[src/rtl/freq_calc_period.sv]
// Converts a stable averaged period (clk cycles) into a frequency in Hz using a
// bit-serial restoring divider: freq = round(CLK_FREQ / period).
module freq_calc_period #(
  parameter int CLK_FREQ      = 200_000_000,
  parameter int COUNTER_WIDTH = 18,
  parameter int FREQ_WIDTH    = 28
) (
  input  logic                     clk,
  input  logic                     rst_n,
  input  logic [COUNTER_WIDTH-1:0] period,
  input  logic                     stable,
  output logic [FREQ_WIDTH-1:0]    freq,
  output logic                     freq_valid,
  output logic                     freq_done,
  output logic                     busy
);

  localparam int CNT_W = $clog2(FREQ_WIDTH);
  localparam logic [FREQ_WIDTH-1:0] CLK_FREQ_W = FREQ_WIDTH'(CLK_FREQ);
  localparam logic [CNT_W-1:0]      LAST_BIT   = CNT_W'(FREQ_WIDTH - 1);

  typedef enum logic [1:0] {IDLE, DIV, DONE} state_t;

  state_t                   state_reg;
  logic [FREQ_WIDTH-1:0]    dividend_reg;
  logic [FREQ_WIDTH-1:0]    quotient_reg;
  logic [COUNTER_WIDTH-1:0] divisor_reg;
  logic [COUNTER_WIDTH-1:0] remainder_reg;
  logic [COUNTER_WIDTH-1:0] last_period_reg;
  logic [CNT_W-1:0]         bit_cnt_reg;

  logic [COUNTER_WIDTH:0]   trial;
  logic                     trial_ge;
  logic [COUNTER_WIDTH-1:0] remainder_next;
  logic                     start;

  // One restoring step: remainder never exceeds the divisor, so it fits COUNTER_WIDTH bits.
  assign trial          = {remainder_reg, dividend_reg[FREQ_WIDTH-1]};
  assign trial_ge       = (trial >= {1'b0, divisor_reg});
  assign remainder_next = trial_ge ? COUNTER_WIDTH'(trial - {1'b0, divisor_reg})
                                   : trial[COUNTER_WIDTH-1:0];

  assign start = stable && (period != '0) && (!freq_valid || (period != last_period_reg));

  always_ff @(posedge clk or negedge rst_n) begin
    if (!rst_n) begin
      state_reg       <= IDLE;
      dividend_reg    <= '0;
      quotient_reg    <= '0;
      divisor_reg     <= '0;
      remainder_reg   <= '0;
      last_period_reg <= '0;
      bit_cnt_reg     <= '0;
      freq            <= '0;
      freq_valid      <= 1'b0;
      freq_done       <= 1'b0;
      busy            <= 1'b0;
    end else begin
      freq_done <= 1'b0;
      case (state_reg)
        IDLE: begin
          if (!stable) begin
            freq_valid <= 1'b0;
          end else if (start) begin
            // Adding half the divisor to the dividend rounds half up.
            dividend_reg  <= CLK_FREQ_W + FREQ_WIDTH'(period >> 1);
            divisor_reg   <= period;
            remainder_reg <= '0;
            quotient_reg  <= '0;
            bit_cnt_reg   <= LAST_BIT;
            busy          <= 1'b1;
            state_reg     <= DIV;
          end
        end

        DIV: begin
          if (!stable) begin
            freq_valid <= 1'b0;
            busy       <= 1'b0;
            state_reg  <= IDLE;
          end else begin
            remainder_reg <= remainder_next;
            quotient_reg  <= {quotient_reg[FREQ_WIDTH-2:0], trial_ge};
            dividend_reg  <= dividend_reg << 1;
            bit_cnt_reg   <= bit_cnt_reg - CNT_W'(1);
            if (bit_cnt_reg == '0) begin
              state_reg <= DONE;
            end
          end
        end

        DONE: begin
          if (stable) begin
            freq            <= quotient_reg;
            last_period_reg <= divisor_reg;
            freq_valid      <= 1'b1;
            freq_done       <= 1'b1;
          end else begin
            freq_valid <= 1'b0;
          end
          busy      <= 1'b0;
          state_reg <= IDLE;
        end

        default: begin
          busy      <= 1'b0;
          state_reg <= IDLE;
        end
      endcase
    end
  end

endmodule
[config.mk]
export PLATFORM = sky130hd
export DESIGN_NAME = freq_calc_period
export DESIGN_NICKNAME = d
export VERILOG_FILES = /design/src/rtl/freq_calc_period.sv
export SDC_FILE = /design/constraint.sdc
export NUM_CORES = 1
export LEC_CHECK = 0
export CORE_AREA = 5 5 151 153
export CTS_BUF_LIST = sky130_fd_sc_hd__clkbuf_8
export DETAILED_ROUTE_END_ITERATION = 10
export DIE_AREA = 0 0 156 158
export DONT_BUFFER_PORTS = 1
export MAX_ROUTING_LAYER = met4
export PLACE_DENSITY = 0.44
export SLEW_MARGIN = 20
export SYNTH_ARGS = -nofsm -noshare
export SYNTH_HDL_FRONTEND = slang
export SYNTH_SLANG_ARGS = --single-unit
[constraint.sdc]
create_clock -name clk -period 2.8 [get_ports clk]
set_input_delay 0.84 -clock clk [delete_from_list [all_inputs] [get_ports clk]]
set_output_delay 0.84 -clock clk [all_outputs]
set_load 0.005 [all_outputs]
; Word level (Yosys, flattened, before mapping)
; Cells that the tools add are included.
[word_totals]
output_inout_bits = 31
in_bits = 21
wordCells = 69
register_bits = 148
[op_classes]
n_reduce_logical = 16
n_addsub = 3
eq_ne = 9
n_mux = 29
magnitude_cmp = 1
[ops]
columns = op, n
row1 = 2-to-1 mux 28 bit, 6
row2 = one-hot mux 28 bit (2 select lines), 2
row3 = 2-to-1 mux 18 bit, 4
row4 = one-hot mux 18 bit (2 select lines), 1
row5 = adder 28 x 17 -> 28 bit (first input constant), 1
row6 = greater-or-equal comparator 19 x 18 -> 1 bit, 1
row7 = != test 18 bit, 1
row8 = nonzero test 18 bit, 1
row9 = subtractor 18 bit, 1
row10 = 2-to-1 mux 5 bit, 3
row11 = != test 2 bit (second input constant), 5
row12 = one-hot mux 5 bit (2 select lines), 1
row13 = AND reduction 3 bit, 3
row14 = 2-to-1 mux 2 bit, 4
row15 = logical NOT 5 bit, 1
row16 = 2-to-1 mux 1 bit, 5
row17 = subtractor 5 x 1 -> 5 bit (second input constant), 1
row18 = one-hot mux 1 bit (2 select lines), 2
row19 = one-hot mux 2 bit (2 select lines), 1
row20 = AND reduction 2 bit, 2
row21 = AND reduction 4 bit, 1
row22 = nonzero test 2 bit, 2
row23 = != test 3 bit (second input constant), 1
row24 = == test 2 x 1 -> 1 bit (second input constant), 1
row25 = other kinds (6), 7

; Logic depth before layout (Yosys ltp)
; Gate-level depths: netlist (run 1).
[depth]
word_depth = 6
ltp_mapped = 11
mapped_depth_nobuf = 11

; Worst setup path before layout (run 1)
; OpenSTA, ideal clock, no wires.
[synth_timing]
path_type = input port to flip-flop
startpoint = input port period[12]
endpoint = register divisor_reg[0]
t_required_ps = 2675
n_path_buf = 2
stages = 8
setup_ps = 125
t_arrival_ps = 2327
slack_ps = 347
path_cell_list = buf_6 -> nor4_2 -> nand2_1 -> o31a_1 -> o21a_1 -> nor3b_2 -> buf_6 -> mux2_4
[synth_between]
elab_chain_len = 4
word_cells_on_any_way = 6
cone_classes = 1 x eq/ne / 5 x reduce/logical
[synth_lines]
columns = element, line_no
row1 = from (decl), 10  ; input logic [COUNTER_WIDTH-1:0] period,
row2 = != test 18 bit / nonzero test 18 bit (equally long branches), 43  ; assign start = stable && (period != '0) && (!freq_valid || (period != last_period_reg));
row3 = logical OR 1 bit / logical AND 1 bit (equally long branches), 43
row4 = logical AND 1 bit (*), 43
row5 = AND reduction 3 bit (no line) (*), --
row6 = to (signal assigned), 67  ; divisor_reg <= period;
row7 = to (decl), 27  ; logic [COUNTER_WIDTH-1:0] divisor_reg;
; Every way passes the cells marked *; elsewhere a longest branch is shown, timed or not.
; A chain may end at the register's enable or synchronous reset.

; Worst setup path in the final report (run 1)
[layout_timing]
startpoint = register divisor_reg[14]
endpoint = register remainder_reg[11]
[layout_between]
elab_chain_len = 4
[layout_lines]
columns = element, line_no
row1 = greater-or-equal comparator 19 x 18 -> 1 bit, 39  ; assign trial_ge = (trial >= {1'b0, divisor_reg});
row2 = 2-to-1 mux 18 bit, 40  ; assign remainder_next = trial_ge ? COUNTER_WIDTH'(trial - {1'b0, divisor_reg})
row3 = 2-to-1 mux 18 bit, 77  ; if (!stable) begin
row4 = one-hot mux 18 bit (2 select lines), 60  ; case (state_reg)
row5 = to (signal assigned), 82  ; remainder_reg <= remainder_next;
row6 = to (decl), 28  ; logic [COUNTER_WIDTH-1:0] remainder_reg;
; No other way between the ends. The select of a mux whose other input is x is not followed.

==> results of run 1 <==
==> cells by family (layout without fill, tap and decap cells) <==
| family | after synthesis | in the layout |
|---|---|---|
| AOI/OAI and AO/OA | 173 | 173 |
| xor gates and xnor gates | 42 | 42 |
| adders and majority gates | 23 | 23 |
| buffers and inverters | 71 | 73 |
| DFF | 148 | 148 |
| muxes | 23 | 23 |
| other | 0 | 1 |
| and+or+nand+nor | 312 | 312 |
==> final timing paths <==
path,depth (start not counted),endpoint,slack (ns),startpoint
max,10,remainder_reg[11],0.26,divisor_reg[14]
min,0,state_reg[1],0.08,rst_n
max reg2reg,10,remainder_reg[11],0.26,divisor_reg[14]
min reg2reg,2,dividend_reg[25],0.49,dividend_reg[25]
max in group asynchronous,0,remainder_reg[13],2.44,rst_n
min in group clk,2,dividend_reg[25],0.49,dividend_reg[25]
==> layer usage <==
metal  vias to the layer above  wire length [µm]
li1                       2634                 -
met1                      2552              8500
met2                        83              8000
met3                        14               801
met4                         0               162
met5                         -                 0
==> placed cells by master, fill, tap and decap left out, types with 3 or more instances in the layout <==
| cell | instances |
|---|---|
| nand4_1 | 9 |
| nand3_1 | 9 |
| a211oi_1 | 3 |
| nor2b_1 | 4 |
| buf_4 | 13 |
| dfrtp_1 | 148 |
| bufinv_16 | 3 |
| clkinvlp_4 | 4 |
| xor2_1 | 21 |
| or3_1 | 4 |
| and3_1 | 4 |
| xnor2_1 | 21 |
| nand2_1 | 235 |
| nor4_1 | 4 |
| nand2b_1 | 7 |
| a32oi_1 | 6 |
| o211ai_1 | 4 |
| ha_1 | 22 |
| inv_8 | 4 |
| clkbuf_8 | 17 |
| o21ai_1 | 10 |
| a21oi_1 | 23 |
| o21a_1 | 3 |
| inv_1 | 26 |
| o21ai_0 | 104 |
| a21o_1 | 4 |
| nor2_1 | 22 |
| mux2i_1 | 21 |
| a22o_1 | 4 |
| inv_6 | 3 |
==> critical path: cells and delay by family, from the launching register on <==
family                     cells  cell delay (ns)
AOI/OAI and AO/OA              5             0.97
buffers and inverters          2             0.40
DFF                            1             0.36
adders and majority gates      1             0.34
muxes                          1             0.22
and+or+nand+nor                1             0.12
==> area by class of cell <==
type	instances	share of cell area, %
diodes	1	0.0314
clock buffers	17	2.94
repair buffers	16	1.87
inverters	25	1.18
clock inverters	15	2.45
multi-input cells	573	40.7
flip-flops and latches	148	46.5
well taps	280	4.39
==> power by group through the flow <==
| stage | clock network, mW | logic (mW) | registers [mW] |
|---|---|---|---|
| floorplan | 0 | 1.60 | 2.57 |
| global placement | 0 | 2.01 | 2.63 |
| detailed placement | 0 | 2.01 | 2.63 |
| CTS | 1.89 | 2.02 | 2.59 |
| global route | 1.98 | 2.28 | 2.62 |
| finish | 1.82 | 2.00 | 2.59 |
==> repair_timing <==
action / in CTS / in global routing
endpoints found under the setup margin: 0 / 2
gates resized for setup: 0 / 1
setup buffers: 0 / 0
==> flow_summary.ini, run 1 <==
[power]
p_leak_nw = 3.73
pwr-share-clk_pct = 28.3
power.total_mw = 6.41
pwr-share-seq_pct = 40.4
switching_share_pct = 35.2
p_sw_mw = 2.26
combPwrFrac_pct = 31.2
p_int_mw = 4.15
powerDensity_nw_per_um2 = 804
ir_worst_vdd_v = 0.000250

[worst_setup_path]
arrival_ns = 2.86
cp_max_fo = 12
path_cells = inv_1 > ha_1 > a21oi_1 > o21ai_0 > a41oi_1 > nand3_1 > a41oi_2 > buf_4 > mux2i_1 > o21ai_0
critical_path_required_ns = 3.12
start_kind = flip-flop
worst_path_largest_cell_delay_ns = 0.36
slowest_stage = dfrtp_1
worstSetupPathType = reg2reg
critPathMostFrequentCell = o21ai_0
crit_path_end_kind = flip-flop

[final_layout]
nets = 825
fill_cells = 2180
final_util_pct = 37.2
fin_cells = 1075
seq_area_um2 = 3700
final_area_um2 = 7970
drive_above_1_share_pct = 7.18
syn2layout_area_growth_pct = 9.77
multi_input_area_um2 = 3240

[placed_design]
gp_congestion = 0.812
dpl_cell_area_um2 = 7530
numPortBuffers = 0
dp_hpwl_um = 12100
dp_cells = 1041
post-place-ws_ns = -0.224

[synthesis]
yosys.area_share.simple_pct = 18.2
ys.flop_type = dfrtp_1
yosysMostFrequentCell = nand2_1
avgSynthCellArea_um2 = 9.17
synth_top_family_by_area = simple AND/OR/NAND/NOR gates
ys_seq_elements = 148
synth-xor-area-share_pct = 5.07
yosysSeqAreaShare_pct = 51.0
yosysTopAreaCell = dfrtp_1
synth_common_cells = nand2_1 (235), dfrtp_1 (148), o21ai_0 (104)
synth_area_leaders = dfrtp_1 (51%), nand2_1 (12%), o21ai_0 (7.2%)
synth_fa_ha_area_share_pct = 4.07
synthArstFlopShare_pct = 100
yosysUniqueCellTypes = 51
synth_warnings = 0
syn_area_um2 = 7260
synth_cells = 792
synth.mux.area_fraction_pct = 3.26
synth-compound-area-share_pct = 13.7
synthesis.nets = 836
yosys.area.top_type_share_pct = 51.0
synth_edf_count = 0

[clock_network]
path_clk_slew_ns = 0.09
hold_buffers = 0
clk_latency_ns = 0.45
cts_buffers = 17
cts.htree.levels = 4
root_buffer = clkbuf_8
clockBufferDepth = 2
cts_tree = yes
cts_sinks = 148

[global_routing]
grt_use_met3_pct = 3.72
grt_use_total_pct = 15.3
antenna_found_initial = 1
top_usage_layer = met2
use_met1_pct = 20.7
grt_pass1_vias = 5296
met2_usage_pct = 22.9
grt_start_max_net_pins = 149
grt_pass1_wl_um = 28900
grt_overflow = 0

[detailed_routing]
detail-route-antenna-nets = 0
via_per_inst = 4.91
drt-total-wl_um = 17500
drt_iter0_markers = 272
wl_per_cell_um = 16.3
drcViolationCount = 0
vias = 5283
drtPass1Iterations = 7

[timing]
finalMaxSlewViolations = 0
period_share_pct = 90.6
period_minus_slack_ns = 2.54
finalHoldViolCount = 0
fmax_mhz = 394
setup_violations = 0
setup_tns_ns = 0
fin_skew_ns = 0.0147
rsz0062_at_grt = false
holdWs_ns = 0.0847
relSlewSlack_pct = 55.4
layout_setup_ws_ns = 0.264
worstMarginPinSlew_ns = 0.665

[floorplanning]
pin_count = 52
rows = 54
dieWidth_um = 156
die-area_um2 = 24600
die_h_um = 158
core-area_um2 = 21400
start_util_pct = 33.9

[run_status]
status = completed

[worst_hold_path]
worst_hold_path_type = in2async

[job]
cap_violations = 0
(Power assumes the default switching activity.)
==> run 2: changes to the inputs <==
Settings changed: CTS_CLUSTER_SIZE set to 24.
==> results of run 2 <==
No change in the layout: final DEF, timing and power equal those of run 1.
==> run 3: changes to the inputs <==
--- a/config.mk
+++ b/config.mk
@@ -13,2 +13,3 @@
 export DONT_BUFFER_PORTS = 1
+export GPL_TIMING_DRIVEN = 0
 export MAX_ROUTING_LAYER = met4
--- a/constraint.sdc
+++ b/constraint.sdc
@@ -3,2 +3,2 @@
 set_output_delay 0.84 -clock clk [all_outputs]
-set_load 0.005 [all_outputs]
+set_load 0.05 [all_outputs]
==> flow_summary.ini, run 3 (synthesis results as in run 1) <==
[global_routing]
grt_pass1_wl_um = 31100
grt_use_total_pct = 16.6
grt_start_max_net_pins = 149
antenna_found_initial = 0
grt_overflow = 0
grt_pass1_vias = 5708

[final_layout]
nets = 855
final_cell_mix = nand2_1 (235), dfrtp_1 (148), o21ai_0 (104)
syn2layout_area_growth_pct = 10.3
drive_above_1_share_pct = 7.16
final_common_cell = nand2_1
final_area_um2 = 8010
final_util_pct = 37.4
num_antenna_cells = 0

[worst_hold_path]
worst_hold_path_type = in2async

[clock_network]
hold_buffers = 0
cts_sinks = 148
root_buffer = clkbuf_8
cts_buffers = 17
clockBufferDepth = 2
clk_latency_ns = 0.45
cts.htree.levels = 4
path_clk_slew_ns = 0.09
cts_tree = yes

[placed_design]
gp_congestion = 0.839
dp_hpwl_um = 13400
dpl_cell_area_um2 = 7610
numPortBuffers = 0

[worst_setup_path]
start_kind = flip-flop
reg2reg_depth = 9
r2r_slack_ns = 0.20
rr_startpoint = remainder_reg[1]
cp_max_fo = 10
crit_path_end_kind = flip-flop
worstSetupPathType = reg2reg
r2r_end = remainder_reg[12]
critical_path_required_ns = 3.18
arrival_ns = 2.98

[power]
switching_share_pct = 35.8
pwr-share-clk_pct = 26.7
powerDensity_nw_per_um2 = 787
p_int_mw = 4.04
p_leak_nw = 3.75
combPwrFrac_pct = 32.3
pwr-share-seq_pct = 41.0
ir_worst_vdd_v = 0.000283
p_sw_mw = 2.26

[timing]
worstMarginPinSlew_ns = 0.691
period_minus_slack_ns = 2.60
fin_skew_ns = 0.0111
finalHoldViolCount = 0
period_share_pct = 93.0
relSlewSlack_pct = 53.9
rsz0062_at_grt = false
setup_tns_ns = 0
fmax_mhz = 384
finalMaxSlewViolations = 0
holdWs_ns = 0.0741
setup_violations = 0

[floorplanning]
core-area_um2 = 21400
die-area_um2 = 24600
start_util_pct = 33.9
pin_count = 52
die_h_um = 158
dieWidth_um = 156
rows = 54

[detailed_routing]
detail-route-antenna-nets = 0
drtPass1Iterations = 7
vias = 5461
via_per_inst = 4.95
drt-total-wl_um = 18900
drt_iter0_markers = 306
drcViolationCount = 0
wl_per_cell_um = 17.1

[job]
cap_violations = 0

[run_status]
status = completed
run 3: changes by cell type in the layout (fill, tap and decap cells not counted), moves of 2 or more:
cell	change
buf_12	-2
buf_2	+6
buf_4	-5
buf_6	+4
clkbuf_1	+27
clkinv_2	+3
inv_6	+3
inv_8	-4
run 3: worst max path at each step:
stage | startpoint | to | slack [ns] | depth (start not counted)
3_3_place_gp | stable | remainder_reg[12] | -0.19 | 7
2_1_floorplan | period[12] | divisor_reg[0] | 0.35 | 8
3_5_place_dp | stable | remainder_reg[12] | -0.21 | 7
6_report | remainder_reg[1] | remainder_reg[12] | 0.20 | 9
4_1_cts | divisor_reg[14] | remainder_reg[12] | 0.13 | 10
5_1_grt | remainder_reg[1] | remainder_reg[12] | 0.008 | 9
run 3: area by class of cell:
type,instances,area (µm²)
Clock inverter,15,154
Buffer,46,248
Multi-Input combinational cell,573,3230
Sequential cell,148,3700
Inverter,25,93.8
Fill cell,2190,13400
Clock buffer,17,234
Tap cell,280,350
run 3: what timing repair did:
item	4_1_cts	5_1_grt
buffers inserted	0	0
endpoints found under the setup margin	0	9
gates resized for setup	0	4
run 3: through the flow:
| stage | cells | power, mW | worst slack, ns |
|---|---|---|---|
| floorplan | 792 | 4.18 | 0.347 |
| global placement | 1072 | 4.64 | -0.191 |
| detailed placement | 1072 | 4.65 | -0.209 |
| CTS | 1104 | 6.36 | 0.130 |
| global route | 1104 | 6.76 | 0.00789 |
| finish | 1104 | 6.30 | 0.197 |
run 3: critical path, stage by stage (launching register included):
cell and delay (ns):
dfrtp_1 0.41, ha_1 0.39, o211ai_1 0.10, a21oi_1 0.21, o21ai_1 0.16, o21ai_1 0.35
a41oi_1 0.20, buf_4 0.24, nand2b_2 0.27, o21ai_1 0.19
run 3: power groups by stage:
stage / clock network (mW) / registers (mW) / logic [mW]
3_3_place_gp: 0 / 2.62 / 2.02
4_1_cts: 1.74 / 2.58 / 2.04
3_5_place_dp: 0 / 2.62 / 2.02
2_1_floorplan: 0 / 2.58 / 1.60
5_1_grt: 1.82 / 2.62 / 2.31
6_report: 1.68 / 2.58 / 2.04
run 3: routing by layer:
| metal | vias to the layer above | routed length (µm) | global-route usage, % | share of wire, % |
|---|---|---|---|---|
| met5 | - | 0 | - | 0 |
| met4 | 0 | 284 | 4.63 | 1.5 |
| met3 | 19 | 638 | 3.17 | 3.4 |
| met2 | 77 | 8910 | 26.2 | 47 |
| met1 | 2666 | 9030 | 21.9 | 48 |
| li1 | 2699 | - | - | - |
